File: src/rtl/muldiv_sequencer.sv
// Multi-cycle signed 16x16 MULT/DIV sequencer driving an external adder, results to HI/LO.
// Optional overflow flag enabled by defining MULDIV_OV_FLAG_EN; otherwise ov is tied low.
module muldiv_sequencer #(
  parameter int WIDTH = 16
) (
  input  logic             clk,
  input  logic             rst,
  input  logic             start,
  input  logic             op_div,
  input  logic [WIDTH-1:0] a,
  input  logic [WIDTH-1:0] b,
  output logic             busy,
  output logic             done,
  output logic [WIDTH-1:0] hi,
  output logic [WIDTH-1:0] lo,
  output logic             div_zero,
  output logic             ov,
  output logic [WIDTH-1:0] adder_x,
  output logic [WIDTH-1:0] adder_y,
  output logic             adder_op,
  output logic             adder_cin,
  input  logic [WIDTH-1:0] adder_out,
  input  logic             adder_cout
);
  localparam int CW = $clog2(WIDTH);

  typedef enum logic [1:0] {IDLE, RUN, FIXUP} state_t;

  state_t           state_reg, state_next;
  logic [CW-1:0]    cnt_reg;
  logic [WIDTH-1:0] r_reg;     // MULT: P_hi, DIV: partial remainder
  logic [WIDTH-1:0] q_reg;     // MULT: P_lo, DIV: quotient (starts as |a|)
  logic [WIDTH-1:0] m_reg;     // operand added/subtracted each step
  logic             div_reg, neg_res_reg, neg_rem_reg, dz_reg;
  logic [WIDTH-1:0] hi_reg, lo_reg;
  logic             done_reg, div_zero_reg;

  logic [WIDTH-1:0]   mag_a, mag_b;
  logic               b_zero;
  logic [WIDTH:0]     r_sh;
  logic [2*WIDTH-1:0] prod, prod_fix;
  logic [WIDTH-1:0]   quo_fix, rem_fix, dz_hi;

  assign mag_a  = a[WIDTH-1] ? -a : a;
  assign mag_b  = b[WIDTH-1] ? -b : b;
  assign b_zero = (b == '0);
  assign r_sh   = {r_reg, q_reg[WIDTH-1]};

  assign prod     = {r_reg, q_reg};
  assign prod_fix = neg_res_reg ? -prod : prod;
  assign quo_fix  = neg_res_reg ? -q_reg : q_reg;
  assign rem_fix  = neg_rem_reg ? -r_reg : r_reg;
  assign dz_hi    = neg_rem_reg ? -q_reg : q_reg;   // restores the original a

  assign busy     = (state_reg != IDLE);
  assign done     = done_reg;
  assign hi       = hi_reg;
  assign lo       = lo_reg;
  assign div_zero = div_zero_reg;

  always_ff @(posedge clk or posedge rst) begin
    if (rst) state_reg <= IDLE;
    else     state_reg <= state_next;
  end

  always_comb begin
    state_next = state_reg;
    adder_x    = '0;
    adder_y    = '0;
    adder_op   = 1'b0;
    adder_cin  = 1'b0;
    case (state_reg)
      IDLE: begin
        if (start) state_next = (op_div && b_zero) ? FIXUP : RUN;
      end
      RUN: begin
        if (cnt_reg == CW'(WIDTH-1)) state_next = FIXUP;
        if (div_reg) begin
          adder_x   = r_sh[WIDTH-1:0];
          adder_y   = m_reg;
          adder_op  = 1'b1;
          adder_cin = 1'b1;
        end else begin
          adder_x = r_reg;
          adder_y = q_reg[0] ? m_reg : '0;
        end
      end
      FIXUP:   state_next = IDLE;
      default: state_next = IDLE;
    endcase
  end

  always_ff @(posedge clk or posedge rst) begin
    if (rst) begin
      cnt_reg      <= '0;
      r_reg        <= '0;
      q_reg        <= '0;
      m_reg        <= '0;
      div_reg      <= 1'b0;
      neg_res_reg  <= 1'b0;
      neg_rem_reg  <= 1'b0;
      dz_reg       <= 1'b0;
      hi_reg       <= '0;
      lo_reg       <= '0;
      done_reg     <= 1'b0;
      div_zero_reg <= 1'b0;
    end else begin
      done_reg <= 1'b0;
      case (state_reg)
        IDLE: begin
          if (start) begin
            div_reg      <= op_div;
            neg_res_reg  <= a[WIDTH-1] ^ b[WIDTH-1];
            neg_rem_reg  <= a[WIDTH-1];
            dz_reg       <= op_div && b_zero;
            r_reg        <= '0;
            q_reg        <= op_div ? mag_a : mag_b;
            m_reg        <= op_div ? mag_b : mag_a;
            cnt_reg      <= '0;
            div_zero_reg <= 1'b0;
          end
        end
        RUN: begin
          cnt_reg <= cnt_reg + 1'b1;
          if (div_reg) begin
            // Restoring step: keep the difference only when it did not borrow
            if (r_sh[WIDTH] | adder_cout) begin
              r_reg <= adder_out;
              q_reg <= {q_reg[WIDTH-2:0], 1'b1};
            end else begin
              r_reg <= r_sh[WIDTH-1:0];
              q_reg <= {q_reg[WIDTH-2:0], 1'b0};
            end
          end else begin
            r_reg <= {adder_cout, adder_out[WIDTH-1:1]};
            q_reg <= {adder_out[0], q_reg[WIDTH-1:1]};
          end
        end
        FIXUP: begin
          done_reg     <= 1'b1;
          div_zero_reg <= dz_reg;
          if (dz_reg) begin
            hi_reg <= dz_hi;
            lo_reg <= '1;
          end else if (div_reg) begin
            hi_reg <= rem_fix;
            lo_reg <= quo_fix;
          end else begin
            hi_reg <= prod_fix[2*WIDTH-1:WIDTH];
            lo_reg <= prod_fix[WIDTH-1:0];
          end
        end
        default: ;
      endcase
    end
  end

`ifdef MULDIV_OV_FLAG_EN
  logic ov_reg, ov_calc;

  // Only a positive quotient of magnitude 2^(WIDTH-1) can overflow a divide
  assign ov_calc = dz_reg  ? 1'b0 :
                   div_reg ? (!neg_res_reg && q_reg[WIDTH-1]) :
                   (prod_fix[2*WIDTH-1:WIDTH] != {WIDTH{prod_fix[WIDTH-1]}});

  always_ff @(posedge clk or posedge rst) begin
    if (rst)                    ov_reg <= 1'b0;
    else if (state_reg == FIXUP) ov_reg <= ov_calc;
  end

  assign ov = ov_reg;
`else
  assign ov = 1'b0;
`endif

endmodule

File: config.mk
export PLATFORM = sky130hd
export DESIGN_NAME = muldiv_sequencer
export DESIGN_NICKNAME = d
export VERILOG_FILES = /design/src/rtl/muldiv_sequencer.sv
export SDC_FILE = /design/constraint.sdc
export NUM_CORES = 1
export LEC_CHECK = 0
export ABC_CLOCK_PERIOD_IN_PS = 4800
export BUFFER_PORTS_ARGS = -buffer_cell sky130_fd_sc_hd__buf_2
export CAP_MARGIN = 20
export CORE_MARGIN = 2
export CORE_UTILIZATION = 61
export CTS_BUF_LIST = sky130_fd_sc_hd__clkbuf_4 sky130_fd_sc_hd__clkbuf_8 sky130_fd_sc_hd__clkbuf_16
export CTS_CLUSTER_DIAMETER = 120
export DETAILED_ROUTE_END_ITERATION = 7
export GPL_ROUTABILITY_DRIVEN = 0
export PLACE_DENSITY = 0.86
export RECOVER_POWER = 25
export SLEW_MARGIN = 20
export SYNTH_ARGS = -nofsm -noshare
export SYNTH_HDL_FRONTEND = slang
export SYNTH_SLANG_ARGS = --single-unit
File: constraint.sdc
create_clock -name clk -period 4.8 [get_ports clk]
set_input_delay 0.96 -clock clk [delete_from_list [all_inputs] [get_ports clk]]
set_output_delay 0.96 -clock clk [all_outputs]
set_load 0.005 [all_outputs]
# ---- Yosys cells after proc, flatten, opt, wreduce, memory -nomap -nowiden
# Index checks and enable logic that the tools add are counted.
dict set report word_totals {
  ff_bits 92
  word_cells 72
}
dict set report classes {
  addsub 6
  n_eq_ne 5
  mux 36
  bitwise 2
  n_reduce_logical 10
}
# operator count
set ops {}
lappend ops {{$mux W16} 21}
lappend ops {{$neg A16 Y16} 4}
lappend ops {{$pmux W16 S2} 2}
lappend ops {{$mux W32} 1}
lappend ops {{$neg A32 Y32} 1}
lappend ops {{$logic_not A16 Y1} 1}
lappend ops {{$pmux W4 S2} 1}
lappend ops {{$reduce_and A2 Y1} 4}
lappend ops {{$mux W2} 3}
lappend ops {{$reduce_bool A2 Y1} 3}
lappend ops {{$mux W1} 5}
lappend ops {{$add A4 B1 Y4 const B} 1}
lappend ops {{$eq A4 B4 Y1 const B} 1}
lappend ops {{$mux W4} 1}
lappend ops {{$ne A2 B2 Y1 const B} 2}
lappend ops {{$pmux W2 S2} 1}
lappend ops {{$eq A2 B1 Y1 const B} 1}
lappend ops {{$eq A2 B2 Y1 const B} 1}
lappend ops {{$logic_not A2 Y1} 1}
lappend ops {{$pmux W1 S2} 1}
lappend ops {{$logic_and A1 B1 Y1} 1}
lappend ops {{$or A1 B1 Y1} 1}
lappend ops {{$xor A1 B1 Y1} 1}

# ---- Longest topological paths before layout
# Gate-level depths: netlist of the first run.
dict set report depth {
  ltp_word 5
  ltp_mapped 9
  depth_no_buf 8
}

# ---- Least setup slack after synthesis of the first run
# Ideal clock, no wire load.
dict set report synth_path {
  path_type {register -> output}
  startpoint {register state_reg[1]}
  endpoint {output port adder_op}
  arrival_time_ns 1.575
  path_slack_ns 2.265
  path_stages_with_launch 8
  path_cell_list {dfrtp_1 > clkbuf_1 > inv_1 > nand2_1 > clkbuf_1 > buf_1 > nor2_1 > buf_4}
}
dict set report synth_via {
  elab_chain_cells 2
}
# element line
set synth_rtl {}
lappend synth_rtl {{start, declared} 29} ;# state_t state_reg, state_next;
lappend synth_rtl {{start signal, assigned} 63} ;# else state_reg <= state_next;
lappend synth_rtl {{$eq A2 B1 Y1} n/a}
lappend synth_rtl {{$mux W1} n/a}
lappend synth_rtl {{end, declared} 20} ;# output logic adder_op,
# No other way between the ends.

==> results of run 1 <==
[tightest hold or removal path, cell delays in order (launching register included)]
cell and delay, ns:
dfrtp_1 0.35, nand2_1 0.05, o21ai_0 0.06
[through the flow]
step	power [uW]	cell area, um2	hold slack, ns	cells	util, %
final	4890	7270	0.489	1017	70.1
after global routing	5240	7270	0.507	1017	70.1
after CTS	4820	7260	0.486	1016	70.0
after detailed placement	4260	7050	0.467	1000	68.0
after global placement	4140	7050	0.456	1000	68.0
after floorplan	3510	6560	0.430	813	-
[worst max path at each step]
stage,cells after the start,slack (ns),startpoint,endpoint
floorplan,1,1.45,rst,cnt_reg[0]
global placement,7,2.10,b[9],m_reg[15]
detailed placement,5,1.98,state_reg[1],adder_y[14]
CTS,5,1.59,state_reg[1],adder_y[14]
global route,4,1.25,rst,hi[15]
finish,4,1.73,rst,hi[15]
[layout make-up]
cell class / instances / area, um2 / share of cell area (%)
Tap cell: 136 / 170 / 2.34
Multi-Input combinational cell: 628 / 3880 / 53.4
Timing Repair Buffer: 126 / 637 / 8.76
Clock inverter: 4 / 47.5 / 0.654
Sequential cell: 92 / 2300 / 31.7
Clock buffer: 12 / 159 / 2.18
Inverter: 19 / 72.6 / 0.998
[logic make-up (layout without fill, tap and decap cells)]
logic type | after synthesis | after routing | share of synthesized area [%]
adders and majority gates | 5 | 5 | 0.954
and+or+nand+nor | 281 | 281 | 20.6
AOI/OAI and AO/OA | 229 | 229 | 21.4
other | 1 | 1 | 0.0572
DFF | 92 | 92 | 35.1
buffers and inverters | 93 | 161 | 5.93
muxes | 48 | 48 | 7.42
xor gates and xnor gates | 64 | 64 | 8.55
[power groups by stage]
stage | Clock (uW) | Sequential (uW) | Combinational [uW]
6_report | 551 | 1700 | 2640
5_1_grt | 579 | 1740 | 2920
4_1_cts | 547 | 1670 | 2600
3_5_place_dp | 0 | 1680 | 2580
3_3_place_gp | 0 | 1650 | 2490
2_1_floorplan | 0 | 1310 | 2200
[cells in the mapped netlist (4+ instances only)]
library cell / count
nand2_1: 109
dfrtp_1: 92
nor2_1: 77
a21oi_1: 75
o21ai_0: 64
clkbuf_1: 50
mux2i_1: 43
xor2_1: 33
xnor2_1: 31
inv_1: 18
and2_1: 16
nand3_1: 16
a31oi_1: 14
o221ai_1: 14
buf_1: 11
nor3_1: 11
buf_2: 8
nand4_1: 8
o31ai_1: 8
nand2b_1: 7
o211ai_1: 7
nor2b_1: 6
nor4_1: 6
o22ai_1: 6
a211oi_1: 5
ha_1: 5
mux2_2: 5
o21ai_1: 5
o22a_1: 5
or4_1: 4
[metal layers]
layer / vias up / global-route usage, % / routed length [um]
met2: 375 / 49.0 / 8670
met4: 0 / 14.6 / 684
li1: 2990 / - / -
met1: 3081 / 44.4 / 7560
met3: 65 / 4.66 / 1570
met5: - / 0 / 0
==> metrics.log, run 1 <==
INFO  metric final_cell_mix = buf_2, nand2_1, dfrtp_1, nor2_1, a21oi_1
INFO  metric area_growth = 10.9%
INFO  metric ir_drop = 0.736 mV
INFO  metric io_buffers = 121
INFO  metric drcViolationCount = 0
INFO  metric hold-path-cell-count = 2
INFO  metric max_cap_violations = 0
INFO  metric setup_slack = 1.73 ns
INFO  metric timing.critical_path.fanout_max = 38
INFO  metric post_drt_wl_per_cell = 18.2 um
INFO  metric antenna_left = 0
INFO  metric largest_net_degree_at_the_start_of_global_routing = 56
INFO  metric postCtsSetupRepairBufs = 0
INFO  metric dieArea = 11600 um2
INFO  metric row_count = 37
INFO  metric slowest_stage = clkbuf_1
INFO  metric number_of_enable_flip_flop_cells_after_synthesis = 0
INFO  metric detail_route.first_pass.iterations = 7
INFO  metric vias_per_cell = 6.40
INFO  metric clk-insertion-delay-late = 0.37 ns
INFO  metric detailed_place_hpwl = 13.3 mm
INFO  metric most_common_cell_after_layout_fill_and_taps_aside = buf_2
INFO  metric share_comb_of_total_power = 54.0%
INFO  metric cp-end-kind = asynchronous set/reset pin
INFO  metric cts_made_buffers = 9
INFO  metric synth_cell_type_count = 63
INFO  metric timing.final.hold_violations = 0
INFO  metric slew_headroom = 4.95%
INFO  metric critical_path_arrival = 3.54 ns
INFO  metric holdCritPathClass = reg -> reg
INFO  metric critical_path.max_stage_delay = 1.03 ns
INFO  metric cts_buffer_depth = 2
INFO  metric synth_area_leader_cell = dfrtp_1
INFO  metric clockPowerShare = 11.3%
INFO  metric share_of_the_synthesized_area_in_the_top_cell_type = 35.1%
INFO  metric antenna_cell_count = 0
INFO  metric finalMaxSlewViolations = 0
INFO  metric cts_num_sinks = 92
INFO  metric fp.coreArea = 10400 um2
INFO  metric vias_in_the_first_global_route = 6076
INFO  metric antenna_found_initial = 0
INFO  metric internal_power = 2500 uW
INFO  metric crit_type = in -> async
INFO  metric grt_first_pass_wirelength = 29.4 mm
INFO  metric grt_usage = 31.8%
INFO  metric synth_fp_nets = 871
INFO  metric p_switching = 2390 uW
INFO  metric power_switching_share = 48.9%
INFO  metric final-setup-viol-count = 0
INFO  metric post_route_cells_drive_above_1_share = 18.5%
INFO  metric worstReg2RegEnd = hi[15]
INFO  metric timing.critical_path.from_type = primary input
INFO  metric worstHoldEndpoint = m_reg[5]
INFO  metric crit_buf_inv = 4
INFO  metric asyncSetResetFlopFracSynth = 100%
INFO  metric cts_tree = yes
INFO  metric synth_seq_area_share = 35.1%
INFO  metric h-tree-depth = 3
INFO  metric final_min_period_over_clock_period = 63.9%
INFO  metric ys.warnings.count = 0
INFO  metric yosys_register_bits = 92
INFO  metric worst-r2r-setup-slack = 2.07 ns
INFO  metric power_density = 673 nW/um2
INFO  metric detailroute.via_count = 6511
INFO  metric clk_transition_reported_paths = 0.09 ns
INFO  metric synthesis.instances = 813
INFO  metric io-pin-count = 123
INFO  metric initial_utilization = 63.2%
INFO  metric reg2reg_from = div_reg
INFO  metric floorplan.die.width = 108 um
INFO  metric tns = 0 ns
INFO  metric postSynthAreaPerCell = 8.07 um2
INFO  metric dominantRegCellSynth = dfrtp_1
INFO  metric drt-initial-drc-count = 717
INFO  metric post_cts_resize_count = 0
INFO  metric total_leakage_power = 0.00319 uW
INFO  metric mappedNetlistArea = 6560 um2
INFO  metric final.min_clock_period = 3.07 ns
INFO  metric worst_path_dominant_cell_family = buffers and inverters
INFO  metric fill_cells = 847
INFO  metric clock_tree.root_cell = clkbuf_8
INFO  metric worst-r2r-cell-count = 6
INFO  metric run_status = complete, no violations
INFO  metric power.sequential.fraction = 34.7%
INFO  metric grt_setup_unrepaired = no
INFO  metric timing.critical_path.required = 5.28 ns
INFO  metric die_y = 108 um
INFO  metric worst_hold_startpoint = m_reg[5]
INFO  metric skew = 0.0172 ns
INFO  metric finalWirelength = 18.5 mm
INFO  metric crit_chain = buf_2, clkinvlp_2, clkbuf_1, buf_4
INFO  metric clock.fmax = 326 MHz
INFO  metric layout.nets = 934
INFO  metric setup_slack_after_placement = 1.98 ns
INFO  metric gr_overflow_total = 0
INFO  metric synthTopCellsByArea = dfrtp_1, mux2i_1, nand2_1
INFO  metric tightestPinTransition = 1.42 ns
INFO  metric count_of_hold_fix_buffers_inserted_at_cts = 0
Power figures use the tool's default switching activity.
==> inputs of run 2 (changes only) <==
--- a/config.mk
+++ b/config.mk
@@ -5,16 +5,16 @@
 export SDC_FILE = /design/constraint.sdc
 export NUM_CORES = 1
 export LEC_CHECK = 0
-export ABC_CLOCK_PERIOD_IN_PS = 4800
+export ABC_CLOCK_PERIOD_IN_PS = 2600
 export BUFFER_PORTS_ARGS = -buffer_cell sky130_fd_sc_hd__buf_2
 export CAP_MARGIN = 20
 export CORE_MARGIN = 2
-export CORE_UTILIZATION = 61
+export CORE_UTILIZATION = 51
 export CTS_BUF_LIST = sky130_fd_sc_hd__clkbuf_4 sky130_fd_sc_hd__clkbuf_8 sky130_fd_sc_hd__clkbuf_16
 export CTS_CLUSTER_DIAMETER = 120
 export DETAILED_ROUTE_END_ITERATION = 7
 export GPL_ROUTABILITY_DRIVEN = 0
-export PLACE_DENSITY = 0.86
+export PLACE_DENSITY = 0.76
 export RECOVER_POWER = 25
 export SLEW_MARGIN = 20
 export SYNTH_ARGS = -nofsm -noshare
==> constraint.sdc (replaced) <==
create_clock -name clk -period 2.6 [get_ports clk]
set_input_delay 0.52 -clock clk [delete_from_list [all_inputs] [get_ports clk]]
set_output_delay 0.52 -clock clk [all_outputs]
set_load 0.005 [all_outputs]
==> metrics.log, run 2 (synthesis gave the netlist of run 1 again) <==
INFO  metric drt-initial-drc-count = 614
INFO  metric cts_num_sinks = 92
INFO  metric vias_in_the_first_global_route = 6120
INFO  metric clk_transition_reported_paths = 0.07 ns
INFO  metric grt_first_pass_wirelength = 30.8 mm
INFO  metric max_cap_violations = 1
INFO  metric post_drt_wl_per_cell = 17.1 um
INFO  metric clk-insertion-delay-late = 0.35 ns
INFO  metric cts_tree = yes
INFO  metric detailroute.via_count = 6415
INFO  metric clock.fmax = 426 MHz
INFO  metric drcViolationCount = 0
INFO  metric total_leakage_power = 0.00342 uW
INFO  metric postCtsSetupRepairBufs = 0
INFO  metric final-setup-viol-count = 0
INFO  metric io-pin-count = 123
INFO  metric gr_overflow_total = 0
INFO  metric cp-end-kind = output pin
INFO  metric most_common_cell_after_layout_fill_and_taps_aside = buf_2
INFO  metric setup_slack_after_placement = 0.291 ns
INFO  metric holdCritPathClass = in -> reg
INFO  metric row_count = 41
INFO  metric run_status = complete, but fails checks
INFO  metric vias_per_cell = 5.87
INFO  metric crit_type = reg -> out
INFO  metric antenna_left = 0
INFO  metric fp.coreArea = 12600 um2
INFO  metric final.min_clock_period = 2.35 ns
INFO  metric detailed_place_hpwl = 13.8 mm
INFO  metric finalMaxSlewViolations = 0
INFO  metric timing.critical_path.fanout_max = 16
INFO  metric critical_path_arrival = 1.83 ns
INFO  metric final_cell_mix = buf_2, nand2_1, dfrtp_1, nor2_1, a21oi_1
INFO  metric failed_checks = max-capacitance violations
INFO  metric timing.critical_path.from_type = flip-flop
INFO  metric tightestPinTransition = 1.48 ns
INFO  metric ir_drop = 0.673 mV
INFO  metric post_route_cells_drive_above_1_share = 22.0%
INFO  metric largest_net_degree_at_the_start_of_global_routing = 45
INFO  metric initial_utilization = 52.2%
INFO  metric grt_usage = 27.4%
INFO  metric setup_slack = 0.253 ns
INFO  metric dp_cells = 1076
INFO  metric h-tree-depth = 3
INFO  metric grt_setup_unrepaired = no
INFO  metric final_min_period_over_clock_period = 90.3%
INFO  metric post_cts_resize_count = 0
INFO  metric area_growth = 17.5%
INFO  metric cts_buffer_depth = 2
INFO  metric antenna_cell_count = 0
INFO  metric total_power = 9700 uW
INFO  metric detail_route.first_pass.iterations = 5
INFO  metric tns = 0 ns
INFO  metric dieArea = 13800 um2
INFO  metric slew_headroom = 0.467%
INFO  metric cts_made_buffers = 9
INFO  metric antenna_found_initial = 0
INFO  metric die_y = 117 um
INFO  metric skew = 0.00837 ns
INFO  metric finalWirelength = 18.7 mm
INFO  metric power_density = 1260 nW/um2
INFO  metric io_buffers = 121
INFO  metric count_of_hold_fix_buffers_inserted_at_cts = 0
INFO  metric clock_tree.root_cell = clkbuf_16
INFO  metric floorplan.die.width = 117 um
INFO  metric timing.final.hold_violations = 0
INFO  metric layout.nets = 973
INFO  metric final_cells = 1092
INFO  metric timing.critical_path.required = 2.08 ns
run 2: path summary, 6_finish.rpt:
kind,cells after the start,from,endpoint,slack (ns)
setup / recovery,5,div_reg,adder_y[9],0.25
hold / removal,3,adder_out[7],r_reg[6],0.46
setup reg to reg,8,q_reg[0],hi[12],0.33
hold reg to reg,2,m_reg[9],m_reg[9],0.47
max in group asynchronous,3,rst,m_reg[9],1.26
min in group asynchronous,2,rst,lo[4],0.49
run 2: layer usage:
metal | vias up | global-route usage, % | share of wire [%]
met4 | 0 | 10.6 | 2.3
met3 | 43 | 5.50 | 6.9
li1 | 3062 | - | -
met1 | 3049 | 38.9 | 45
met5 | - | 0 | 0
met2 | 261 | 41.3 | 46
run 2: worst max-delay path: stages (launching register included):
cell     delay (ns)
dfrtp_2        0.59
inv_1          0.17
a21oi_1        0.18
buf_4          0.25
and2_1         0.17
buf_2          0.11
run 2: power breakdown:
part | leakage (uW) | switching [uW] | internal, uW
clock network | 0.000134 | 583 | 754
logic | 0.00219 | 3200 | 2340
registers | 0.00110 | 718 | 2100
run 2: area by class of cell:
| class | count | area [um2] |
|---|---|---|
| Clock buffer | 10 | 233 |
| Clock inverter | 6 | 65.1 |
| Fill cell | 1131 | 4860 |
| Inverter | 19 | 72.6 |
| Multi-Input combinational cell | 628 | 3870 |
| Sequential cell | 92 | 2300 |
| Tap cell | 172 | 215 |
| Timing Repair Buffer | 165 | 947 |
run 2: metrics by stage:
| stage | hold slack, ns | cell area (um2) | util, % |
|---|---|---|---|
| 2_1_floorplan | 0.430 | 6560 | - |
| 3_3_place_gp | 0.446 | 7410 | 59.0 |
| 3_5_place_dp | 0.455 | 7410 | 59.0 |
| 4_1_cts | 0.305 | 7710 | 61.3 |
| 5_1_grt | 0.473 | 7710 | 61.3 |
| 6_report | 0.457 | 7710 | 61.3 |
